**src/rtl/read_slave_if.sv**
```systemverilog
// Read-address / read-data channel bundle for read_slave.
interface read_slave_if #(
  parameter int BusWidth = 32,
  parameter int tagbits  = 1
);
  logic [tagbits-1:0]  ARID;
  logic [BusWidth-1:0] ARADDR;
  logic [3:0]          ARLEN;
  logic [1:0]          ARSIZE;
  logic [1:0]          ARBURST;
  logic [1:0]          ARLOCK;
  logic [3:0]          ARCACHE;
  logic [2:0]          ARPROT;
  logic                ARVALID;
  logic                ARREADY;

  logic [tagbits-1:0]  RID;
  logic [BusWidth-1:0] RDATA;
  logic [1:0]          RRESP;
  logic                RLAST;
  logic                RVALID;
  logic                RREADY;

  modport master (
    output ARID, ARADDR, ARLEN, ARSIZE, ARBURST, ARLOCK, ARCACHE, ARPROT, ARVALID, RREADY,
    input  ARREADY, RID, RDATA, RRESP, RLAST, RVALID
  );

  modport slave (
    input  ARID, ARADDR, ARLEN, ARSIZE, ARBURST, ARLOCK, ARCACHE, ARPROT, ARVALID, RREADY,
    output ARREADY, RID, RDATA, RRESP, RLAST, RVALID
  );
endinterface

```
**src/rtl/read_slave.sv**
```systemverilog
// Single-outstanding burst read slave over a backdoor-loaded word memory.
// Optional READ_SLAVE_DECERR_EN: beats beyond the memory return DECERR instead of aliasing.
module read_slave #(
  parameter int BusWidth = 32,
  parameter int tagbits  = 1,
  parameter int MemDepth = 64
) (
  input  logic                        ACLK,
  input  logic                        ARESETn,
  read_slave_if.slave                 bus,
  input  logic                        mem_we,
  input  logic [$clog2(MemDepth)-1:0] mem_addr,
  input  logic [BusWidth-1:0]         mem_wdata
);
  localparam int AW = $clog2(MemDepth);

  typedef enum logic {IDLE, BURST} state_t;

  state_t              state;
  logic [BusWidth-1:0] mem [MemDepth];
  logic [BusWidth-1:0] addr_q;
  logic [3:0]          len_q;
  logic [3:0]          cnt_q;
  logic [1:0]          size_q;
  logic [1:0]          burst_q;
  logic                err_q;

  logic [BusWidth-1:0] inc;
  logic [BusWidth-1:0] wrap_mask;
  logic [BusWidth-1:0] next_addr;
  logic [BusWidth-1:0] beat_addr;
  logic [BusWidth-1:0] beat_data;
  logic [1:0]          beat_resp;
  logic                new_err;
  logic                beat_err;
  logic                unused_bits;

  always_ff @(posedge ACLK) begin
    if (mem_we) mem[mem_addr] <= mem_wdata;
  end

  // One lookup path serves both beat 0 (from the AR channel) and later beats.
  always_comb begin
    inc       = BusWidth'(1) << size_q;
    wrap_mask = ((BusWidth'(len_q) + BusWidth'(1)) << size_q) - BusWidth'(1);
    unique case (burst_q)
      2'b00:   next_addr = addr_q;
      2'b10:   next_addr = (addr_q & ~wrap_mask) | ((addr_q + inc) & wrap_mask);
      default: next_addr = addr_q + inc;
    endcase

    new_err = (bus.ARBURST == 2'b11)
           || ((bus.ARBURST == 2'b10) && !(bus.ARLEN inside {4'd1, 4'd3, 4'd7, 4'd15}))
           || ((32'd1 << bus.ARSIZE) > 32'(BusWidth / 8));

    beat_addr = (state == IDLE) ? bus.ARADDR : next_addr;
    beat_err  = (state == IDLE) ? new_err : err_q;
    beat_data = mem[beat_addr[AW+1:2]];
    beat_resp = 2'b00;
    if (beat_err) begin
      beat_data = '0;
      beat_resp = 2'b10;
    end
`ifdef READ_SLAVE_DECERR_EN
    else if (beat_addr >= BusWidth'(MemDepth * BusWidth / 8)) begin
      beat_data = '0;
      beat_resp = 2'b11;
    end
`endif
  end

  assign unused_bits = ^{bus.ARLOCK, bus.ARCACHE, bus.ARPROT, beat_addr};

  always_ff @(posedge ACLK or negedge ARESETn) begin
    if (!ARESETn) begin
      state       <= IDLE;
      bus.ARREADY <= 1'b0;
      bus.RVALID  <= 1'b0;
      bus.RLAST   <= 1'b0;
      bus.RDATA   <= '0;
      bus.RID     <= '0;
      bus.RRESP   <= '0;
      addr_q      <= '0;
      len_q       <= '0;
      cnt_q       <= '0;
      size_q      <= '0;
      burst_q     <= '0;
      err_q       <= 1'b0;
    end else begin
      unique case (state)
        IDLE: begin
          if (bus.ARVALID && bus.ARREADY) begin
            addr_q      <= bus.ARADDR;
            len_q       <= bus.ARLEN;
            size_q      <= bus.ARSIZE;
            burst_q     <= bus.ARBURST;
            err_q       <= new_err;
            cnt_q       <= '0;
            bus.RID     <= bus.ARID;
            bus.RDATA   <= beat_data;
            bus.RRESP   <= beat_resp;
            bus.RLAST   <= (bus.ARLEN == 4'd0);
            bus.RVALID  <= 1'b1;
            bus.ARREADY <= 1'b0;
            state       <= BURST;
          end else begin
            bus.ARREADY <= 1'b1;
          end
        end
        BURST: begin
          if (bus.RREADY) begin
            if (bus.RLAST) begin
              bus.RVALID  <= 1'b0;
              bus.RLAST   <= 1'b0;
              bus.ARREADY <= 1'b1;
              state       <= IDLE;
            end else begin
              addr_q    <= next_addr;
              cnt_q     <= cnt_q + 4'd1;
              bus.RDATA <= beat_data;
              bus.RRESP <= beat_resp;
              bus.RLAST <= ((cnt_q + 4'd1) == len_q);
            end
          end
        end
        default: state <= IDLE;
      endcase
    end
  end
endmodule

```
**src/flat_wrapper.sv**
```systemverilog
// flat-port wrapper written by rule: the top's interface ports become plain ports
module read_slave_flat 
#(
  parameter int BusWidth = 32,
  parameter int tagbits  = 1,
  parameter int MemDepth = 64
)
  (ACLK, ARESETn, mem_we, mem_addr, mem_wdata, bus_ARID, bus_ARADDR, bus_ARLEN, bus_ARSIZE, bus_ARBURST, bus_ARLOCK, bus_ARCACHE, bus_ARPROT, bus_ARVALID, bus_RREADY, bus_ARREADY, bus_RID, bus_RDATA, bus_RRESP, bus_RLAST, bus_RVALID);
  read_slave_if #(.BusWidth(BusWidth), .tagbits(tagbits)) bus_i ();
  input  logic ACLK;
  input  logic ARESETn;
  input  logic mem_we;
  input  logic [$clog2(MemDepth)-1:0] mem_addr;
  input  logic [BusWidth-1:0] mem_wdata;
  input wire logic [$bits(bus_i.ARID)-1:0] bus_ARID;
  input wire logic [$bits(bus_i.ARADDR)-1:0] bus_ARADDR;
  input wire logic [$bits(bus_i.ARLEN)-1:0] bus_ARLEN;
  input wire logic [$bits(bus_i.ARSIZE)-1:0] bus_ARSIZE;
  input wire logic [$bits(bus_i.ARBURST)-1:0] bus_ARBURST;
  input wire logic [$bits(bus_i.ARLOCK)-1:0] bus_ARLOCK;
  input wire logic [$bits(bus_i.ARCACHE)-1:0] bus_ARCACHE;
  input wire logic [$bits(bus_i.ARPROT)-1:0] bus_ARPROT;
  input wire logic [$bits(bus_i.ARVALID)-1:0] bus_ARVALID;
  input wire logic [$bits(bus_i.RREADY)-1:0] bus_RREADY;
  output wire logic [$bits(bus_i.ARREADY)-1:0] bus_ARREADY;
  output wire logic [$bits(bus_i.RID)-1:0] bus_RID;
  output wire logic [$bits(bus_i.RDATA)-1:0] bus_RDATA;
  output wire logic [$bits(bus_i.RRESP)-1:0] bus_RRESP;
  output wire logic [$bits(bus_i.RLAST)-1:0] bus_RLAST;
  output wire logic [$bits(bus_i.RVALID)-1:0] bus_RVALID;
  assign bus_i.ARID = bus_ARID;
  assign bus_i.ARADDR = bus_ARADDR;
  assign bus_i.ARLEN = bus_ARLEN;
  assign bus_i.ARSIZE = bus_ARSIZE;
  assign bus_i.ARBURST = bus_ARBURST;
  assign bus_i.ARLOCK = bus_ARLOCK;
  assign bus_i.ARCACHE = bus_ARCACHE;
  assign bus_i.ARPROT = bus_ARPROT;
  assign bus_i.ARVALID = bus_ARVALID;
  assign bus_i.RREADY = bus_RREADY;
  assign bus_ARREADY = bus_i.ARREADY;
  assign bus_RID = bus_i.RID;
  assign bus_RDATA = bus_i.RDATA;
  assign bus_RRESP = bus_i.RRESP;
  assign bus_RLAST = bus_i.RLAST;
  assign bus_RVALID = bus_i.RVALID;
  read_slave #(.BusWidth(BusWidth), .tagbits(tagbits), .MemDepth(MemDepth)) u_core (.ACLK(ACLK), .ARESETn(ARESETn), .bus(bus_i), .mem_we(mem_we), .mem_addr(mem_addr), .mem_wdata(mem_wdata));
endmodule
```
**config.mk**
```make
export PLATFORM = sky130hd
export DESIGN_NAME = read_slave_flat
export DESIGN_NICKNAME = d
export VERILOG_FILES = /design/src/rtl/read_slave_if.sv /design/src/rtl/read_slave.sv /design/src/flat_wrapper.sv
export SDC_FILE = /design/constraint.sdc
export NUM_CORES = 2
export LEC_CHECK = 0
export CORE_UTILIZATION = 57
export CTS_CLUSTER_DIAMETER = 60
export DETAILED_ROUTE_END_ITERATION = 10
export DONT_BUFFER_PORTS = 1
export PLACE_DENSITY = 0.79
export SLEW_MARGIN = 5
export SYNTH_ARGS = -nofsm -noshare
export SYNTH_HDL_FRONTEND = slang
export SYNTH_SLANG_ARGS = --single-unit
```
**constraint.sdc**
```tcl
create_clock -name ACLK -period 3.6 [get_ports ACLK]
set_clock_uncertainty 0.1 [all_clocks]
set_input_delay 0.54 -clock ACLK [delete_from_list [all_inputs] [get_ports ACLK]]
set_output_delay 0.54 -clock ACLK [all_outputs]
set_load 0.005 [all_outputs]
```
# After elaboration in Yosys (flattened, before gate mapping)
# Memories as Yosys holds them, arrays and structs flattened.
# Cells that the tools add are included.
totals:
  latchBits: 0
  out_inout_bits: 38
  romBits: 0
  inputBits: 93
  mem_count: 1
  register_bits: 84
  wordCells: 91
  ram_bits: 2048
op_classes:
  mul: 0
  div: 0
  n_reduce_logical: 13
  magnitude_cmp: 1
  bitwise_logic: 5
  n_mux: 39
  eq_ne: 12
  addsub: 4
  n_shift: 3
mem_list:
  columns: ["memory", "depth", "width", "read_ports", "rd_clocked_by_memory_dff", "write_ports", "line", "source"]
  rows:
  - ["u_core.mem", 64, 32, 1, 0, 1, "read_slave.sv:20", "logic [BusWidth-1:0] mem [MemDepth];"]
ops:
  columns: ["op", "n"]
  rows:
  - ["$mux 32", 7]
  - ["$pmux 32 s2", 3]
  - ["$and 32x32->32", 2]
  - ["$shl 1x2->32 const A", 2]
  - ["$add 32x32->32", 1]
  - ["$gt 32x3->1 const B", 1]
  - ["$not 32->32", 1]
  - ["$or 32x32->32", 1]
  - ["$shl 32x2->32", 1]
  - ["$sub 32x1->32 const B", 1]
  - ["$mux 1", 15]
  - ["$mux 4", 3]
  - ["$mux 2", 4]
  - ["$mux 8", 1]
  - ["$pmux 1 s2", 4]
  - ["$pmux 4 s2", 1]
  - ["$eq 2x2->1 const B", 3]
  - ["$ne 2x2->1 const B", 3]
  - ["$reduce_and 2->1", 3]
  - ["$reduce_and 3->1", 2]
  - ["$add 4x1->5 const B", 1]
  - ["$add 4x1->4 const B", 1]
  - ["$eq 4x1->1 const B", 1]
  - ["$eq 4x2->1 const B", 1]
  - ["other kinds (12)", 14]

# Depth between registers and ports, before layout
# An unclocked memory read counts as a cell.
depth:
  depth_word: 13
  ltp_mapped: 19
  depth_no_buf: 14

# Least setup slack after synthesis
# No wires, ideal clock.
synth_path:
  kind: "flip-flop to flip-flop"
  startpoint: "reg u_core.size_q[1]"
  endpoint: "reg u_core.bus.RDATA[22]"
  synth_period_minus_slack_ns: 3.870
  n_path_buf: 3
  path_stages_with_launch: 18
  arrival_time_ns: 3.649
  setup_ns: 0.122
  setup_slack_ns: -0.270
  t_required_ns: 3.378
  cell_sequence: "dfrtp_1 buf_2 nor2_1 ha_1 fa_1 a211oi_1 nor3_1 nand3b_1 o211ai_1 mux2_2 or2_1 buf_2 nor4_4 buf_2 nand3_1 a221oi_1 nor4_1 a32o_1"
synth_between:
  elab_chain_len: 12
  word_cells_on_any_way: 16
  classes_between: "2 x add/sub; 2 x shift; 7 x mux; 4 x bitwise; 1 x memory"
synth_lines:
  columns: ["element", "line", "source"]
  rows:
  - ["start: declaration", "read_slave.sv:24", "logic [1:0] size_q;"]
  - ["start signal: assignment", "read_slave.sv:95", "size_q <= bus.ARSIZE;"]
  - ["$shl 32x2->32", "read_slave.sv:45", "wrap_mask = ((BusWidth'(len_q) + BusWidth'(1)) << size_q) - BusWidth'(1);"]
  - ["$sub 32x1->32", "read_slave.sv:45", null]
  - ["$not 32->32", "read_slave.sv:48", "2'b10: next_addr = (addr_q & ~wrap_mask) | ((addr_q + inc) & wrap_mask);"]
  - ["$and 32x32->32", "read_slave.sv:48", null]
  - ["$or 32x32->32", "read_slave.sv:48", null]
  - ["$pmux 32 s2 (*)", "read_slave.sv:46", "unique case (burst_q)"]
  - ["$mux 8 (*)", "read_slave.sv:56", "beat_addr = (state == IDLE) ? bus.ARADDR : next_addr;"]
  - ["$mem_v2 64x32 (*)", null, null]
  - ["$mux 32 (*)", "read_slave.sv:60", "if (beat_err) begin"]
  - ["$mux 32", "read_slave.sv:112", "if (bus.RLAST) begin"]
  - ["$mux 32", "read_slave.sv:111", "if (bus.RREADY) begin"]
  - ["$pmux 32 s2 (*)", "read_slave.sv:90", "unique case (state)"]
  - ["end signal: assignment", "read_slave.sv:100", "bus.RDATA <= beat_data;"]
  - ["end signal: assignment", "read_slave.sv:120", "bus.RDATA <= beat_data;"]
  - ["end: declaration", "read_slave_if.sv:31", "output ARREADY, RID, RDATA, RRESP, RLAST, RVALID"]
# Every way passes the cells marked *; elsewhere a longest branch is shown, timed or not. The select of a mux whose other input is x is not followed.
# A chain may end at the register's enable or synchronous reset.

# Worst setup path in the final report
layout_path:
  startpoint: "reg u_core.size_q[1]"
  endpoint: "reg u_core.bus.RDATA[26]"
# Same word-level chain as after synthesis.

==> impl.org <==
** Synth
- Top FF cell, synth :: edfxtp_1
- Synthesis inferred 2107 register bits.
- Summed instance area of the synthesized netlist :: 82900 um^2
- Synthesis handed over a netlist of 5402 instances.
- Yosys mapped a number of flops with a built-in enable equal to 2048.
- Counting every net in the synthesized netlist gives 5503.
- In the post-synthesis netlist, the biggest area contributors are edfxtp_1, nand2_1, mux4_2.
- In the synthesized netlist the async set-or-reset flop fraction comes to 2.80%.
- Average cell area after synthesis :: 15.3 um^2
- After synthesis, flip-flops and latches occupy 76.0% of the total area.
- Yosys printed 0 warnings.
- Fraction of post-synthesis cell area in the top cell type by area :: 74.2%
- Count of different cell masters after synthesis :: 77
- The biggest area contributor in the post-synthesis netlist is edfxtp_1.

** Timing
- Setup total negative slack on the finished layout was measured at -15.42 ns.
- At the pin with the least slew margin, the transition time is 0.918 ns.
- Normalized max-slew margin :: 38.8%
- Minimum clock period after layout :: 4.29 ns
- # setup viols final :: 32
- Setup repair after global routing missed its margin :: true
- Final Hold Violating Endpoints :: 0
- Based on the critical path, the design can be clocked at up to 0.233 GHz.
- Final worst-path setup slack :: -0.687 ns
- The number of pins exceeding their max-slew limit in the final report was 0.
- Final Cycle Share :: 119%

** Floorplan
- The floorplan step defined a die boundary enclosing 147000 um^2.
- Effective utilization at floorplan :: 57.6%
- I/O pin count :: 131
- Die width :: 383 um
- The die is 383 um tall.
- Number of core rows :: 139
- Floorplan Core Area :: 144000 um^2

** Worst setup path
- Startpoint Class :: flip-flop
- At the worst endpoint, the arrival time is 4.96 ns.
- Worst reg2reg startpoint :: u_core.size_q[1]
- Data required, critical path :: 4.27 ns
- Buffers plus inverters on the worst setup path :: 5
- The slowest stage of the critical path is the o211ai_1 cell.
- In this design, the largest share of critical-path delay is due to compound AO/OA/AOI/OAI gates.
- Slowest cell delay on critical path :: 0.71 ns
- Walking the worst path, the cells encountered are inv_1, nor2_2, ha_1, buf_4, a21oi_2, xor2_2, o21ai_1, and3_4, buf_12, buf_12, buf_8, a21oi_1, a22o_1, a21oi_4, a21oi_2, o211ai_1, a32o_1.
- Type of destination of the critical path :: flip-flop
- WP depth :: 17
- Measured in cells, the most critical reg-to-reg path has a length of 17.
- The critical path starts at u_core.size_q[1].
- Crit path max fanout :: 13
- Worst Path Class, Setup :: flip-flop to flip-flop

** Clock tree
- Counting along the longest clock path gives a buffer depth of 3.
- Clock latency on the worst-skew pair :: 0.85 ns
- Cell at the root of the clock tree :: clkbuf_16
- The clock net in this run drives a total of 2107 sinks.
- TritonCTS clock tree :: done
- CTS built an H-tree with a depth of 4.
- After clock tree synthesis, the clock-pin slew on the worst setup and hold paths is 0.07 ns.
- The number of clock buffers added by TritonCTS is 194.

** Min path
- The tightest min-delay check is of the primary input to flip-flop type.
- The worst hold path passes through 5 cells.
- Startpoint of the most critical hold path :: bus_ARLEN[3]

** Place
- The wire-length estimate of the detail-placed layout is 130000 um.
- Routability-driven placement finished with a final weighted congestion of 0.889.
- Port Buffer Count :: 0

** Run status
- The flow ran to the end, but the final reports show violations.
- The final reports fail on design-rule violations, negative setup slack.

** Global route
- GRT Total Usage :: 32.2%
- Number of antenna violations at the first check in global routing :: 6
- Wire length of the first global-routing pass :: 344000 um
- Gr ovfl total :: 0
- Entering global routing, the biggest net connects 65 pins.
- Vias in the first global route :: 53206

** Final layout
- The library cells used most frequently in the layout, excluding fill and tap cells, are edfxtp_1, nand2_1, buf_4.
- Most common library cell in the layout ignoring fill and taps :: edfxtp_1
- Cells fill 69.4% of the core in the end.
- Total number of nets in the final design :: 6037
- Cells with a size suffix above 1 make up 23.1% of the layout.
- In the final layout, the multi-input gates occupy 20300 um^2.
- The area growth from synthesis to layout is 20.6%.
- Fill cells in the final layout number 8232.
- Across the whole layout, storage elements account for 63000 um^2.

** Detailed routing
- # DRC :: 18
- Met1 Wirelength :: 80600 um
- Wire length on met2 :: 113000 um
- Using the TritonRoute via totals, the vias-per-cell ratio works out to 6.82.
- Top layer used by detailed routing :: met5
- Routed wl met3 :: 35900 um
- Summed over all layers, the routed wires come to 245000 um.
- Routed vias :: 54577
- The first TritonRoute pass finished after 11 iterations.
- Detailed-route wire length per cell :: 30.6 um
- Iteration-0 DRC count of the detailed router :: 9137
- Post-DRT Antenna Nets :: 0

** Flow run
- Number of max-cap violations :: 0

** Power and ir drop
- VDD IR-drop max :: 0.707 mV
- P per Cell Area :: 981 nW/um^2
- Cell leakage power :: 33.9 nW
registers in the layout (all words and copies together), names as in the netlist:
signal / count
u_core.bus.RLAST: 1
u_core.bus.RDATA: 32
u_core.bus.RRESP: 1
u_core.cnt_q: 4
u_core.bus.ARREADY: 1
u_core.addr_q: 8
u_core.size_q: 2
u_core.bus.RVALID: 1
u_core.err_q: 1
u_core.mem: 2048
u_core.len_q: 4
u_core.state: 1
u_core.bus.RID: 1
u_core.burst_q: 2
area by class of cell:
cell class	instances	area share, %
timing repair buffer	680	8.01
antenna	3	0.00751
multi-input combinational	2942	20.3
tap	1903	2.38
clock inverter	87	0.866
sequential	2107	63.0
clock buffer	275	5.40
inverter	11	0.0413
stage by stage:
step                setup WS, ns  cells  cell area, um^2  hold slack, ns  power (mW)
detailed placement        -0.921   7454            89100           0.146        68.3
finish                    -0.687   8008           100000          0.0787        98.1
CTS                       -0.535   7960            98500          0.0244        93.2
floorplan               -0.00755   5402            83000           0.144        51.8
global placement          -0.911   7454            89100           0.146        67.3
global route              -0.682   8006           100000           0.103         101
Yosys cell counts (40+ instances only):
master    number
edfxtp_1    2048
nand2_1     1165
nand3_1      410
a21oi_1      284
mux4_2       177
buf_2        155
nor2_1       130
clkbuf_1     109
o21ai_0       86
mux2i_1       80
o221ai_1      66
dfrtp_1       59
nor3_1        55
a31oi_1       50
and3_1        43
buf_1         41
o22ai_1       41
nand4_1       40
kinds of logic (layout without fill, tap and decap cells):
| group | Yosys count | count (layout) | synth area share [%] |
|---|---|---|---|
| compound gates | 738 | 738 | 5.87 |
| xor+xnor | 15 | 15 | 0.181 |
| fa+ha+maj | 8 | 8 | 0.130 |
| buf+inv | 354 | 1053 | 2.09 |
| flops | 2107 | 2107 | 76.0 |
| mux | 259 | 259 | 5.80 |
| other cells | 1 | 4 | 0.00452 |
| simple gates | 1920 | 1921 | 9.95 |
routing by layer:
metal  track usage [%]  up-vias
li1                  -    21829
met5                 0        -
met2              49.5     5081
met4              16.9        6
met3              7.95      945
met1              42.8    26716
path summary, 6_finish.rpt:
kind / to / slack [ns]
max: u_core.bus.RDATA[26] / -0.69
min: u_core.err_q / 0.08
max reg2reg: u_core.bus.RDATA[26] / -0.69
min reg2reg: u_core.err_q / 0.39
max in group asynchronous: u_core.bus.RDATA[29] / 2.85
min in group asynchronous: u_core.bus.RID / 0.11
timing repair:
action,4_1_cts,5_1_grt
pin swaps,75,92
buffers inserted,61,43
setup endpoints to repair,32,32
hold buffers,79,0
endpoints found under the hold margin,2127,0
gates resized for setup,199,205
cloned,8,9
power by group:
group | total (mW) | internal, mW | leakage [nW] | switching [mW]
Combinational | 49.8 | 20.8 | 11.7 | 28.9
Sequential | 27.9 | 27.3 | 19.2 | 0.602
Clock | 20.4 | 11.3 | 3.07 | 9.11
worst reg2reg max path, cell delays in order, from the launching register on:
cell and delay [ns]:
dfrtp_2 0.46, inv_1 0.09, nor2_2 0.14, ha_1 0.26
buf_4 0.17, a21oi_2 0.17, xor2_2 0.11, o21ai_1 0.18
and3_4 0.29, buf_12 0.16, buf_12 0.19, buf_8 0.19
a21oi_1 0.09, a22o_1 0.26, a21oi_4 0.20, a21oi_2 0.11
o211ai_1 0.71, a32o_1 0.32
(Power assumes the default switching activity.)
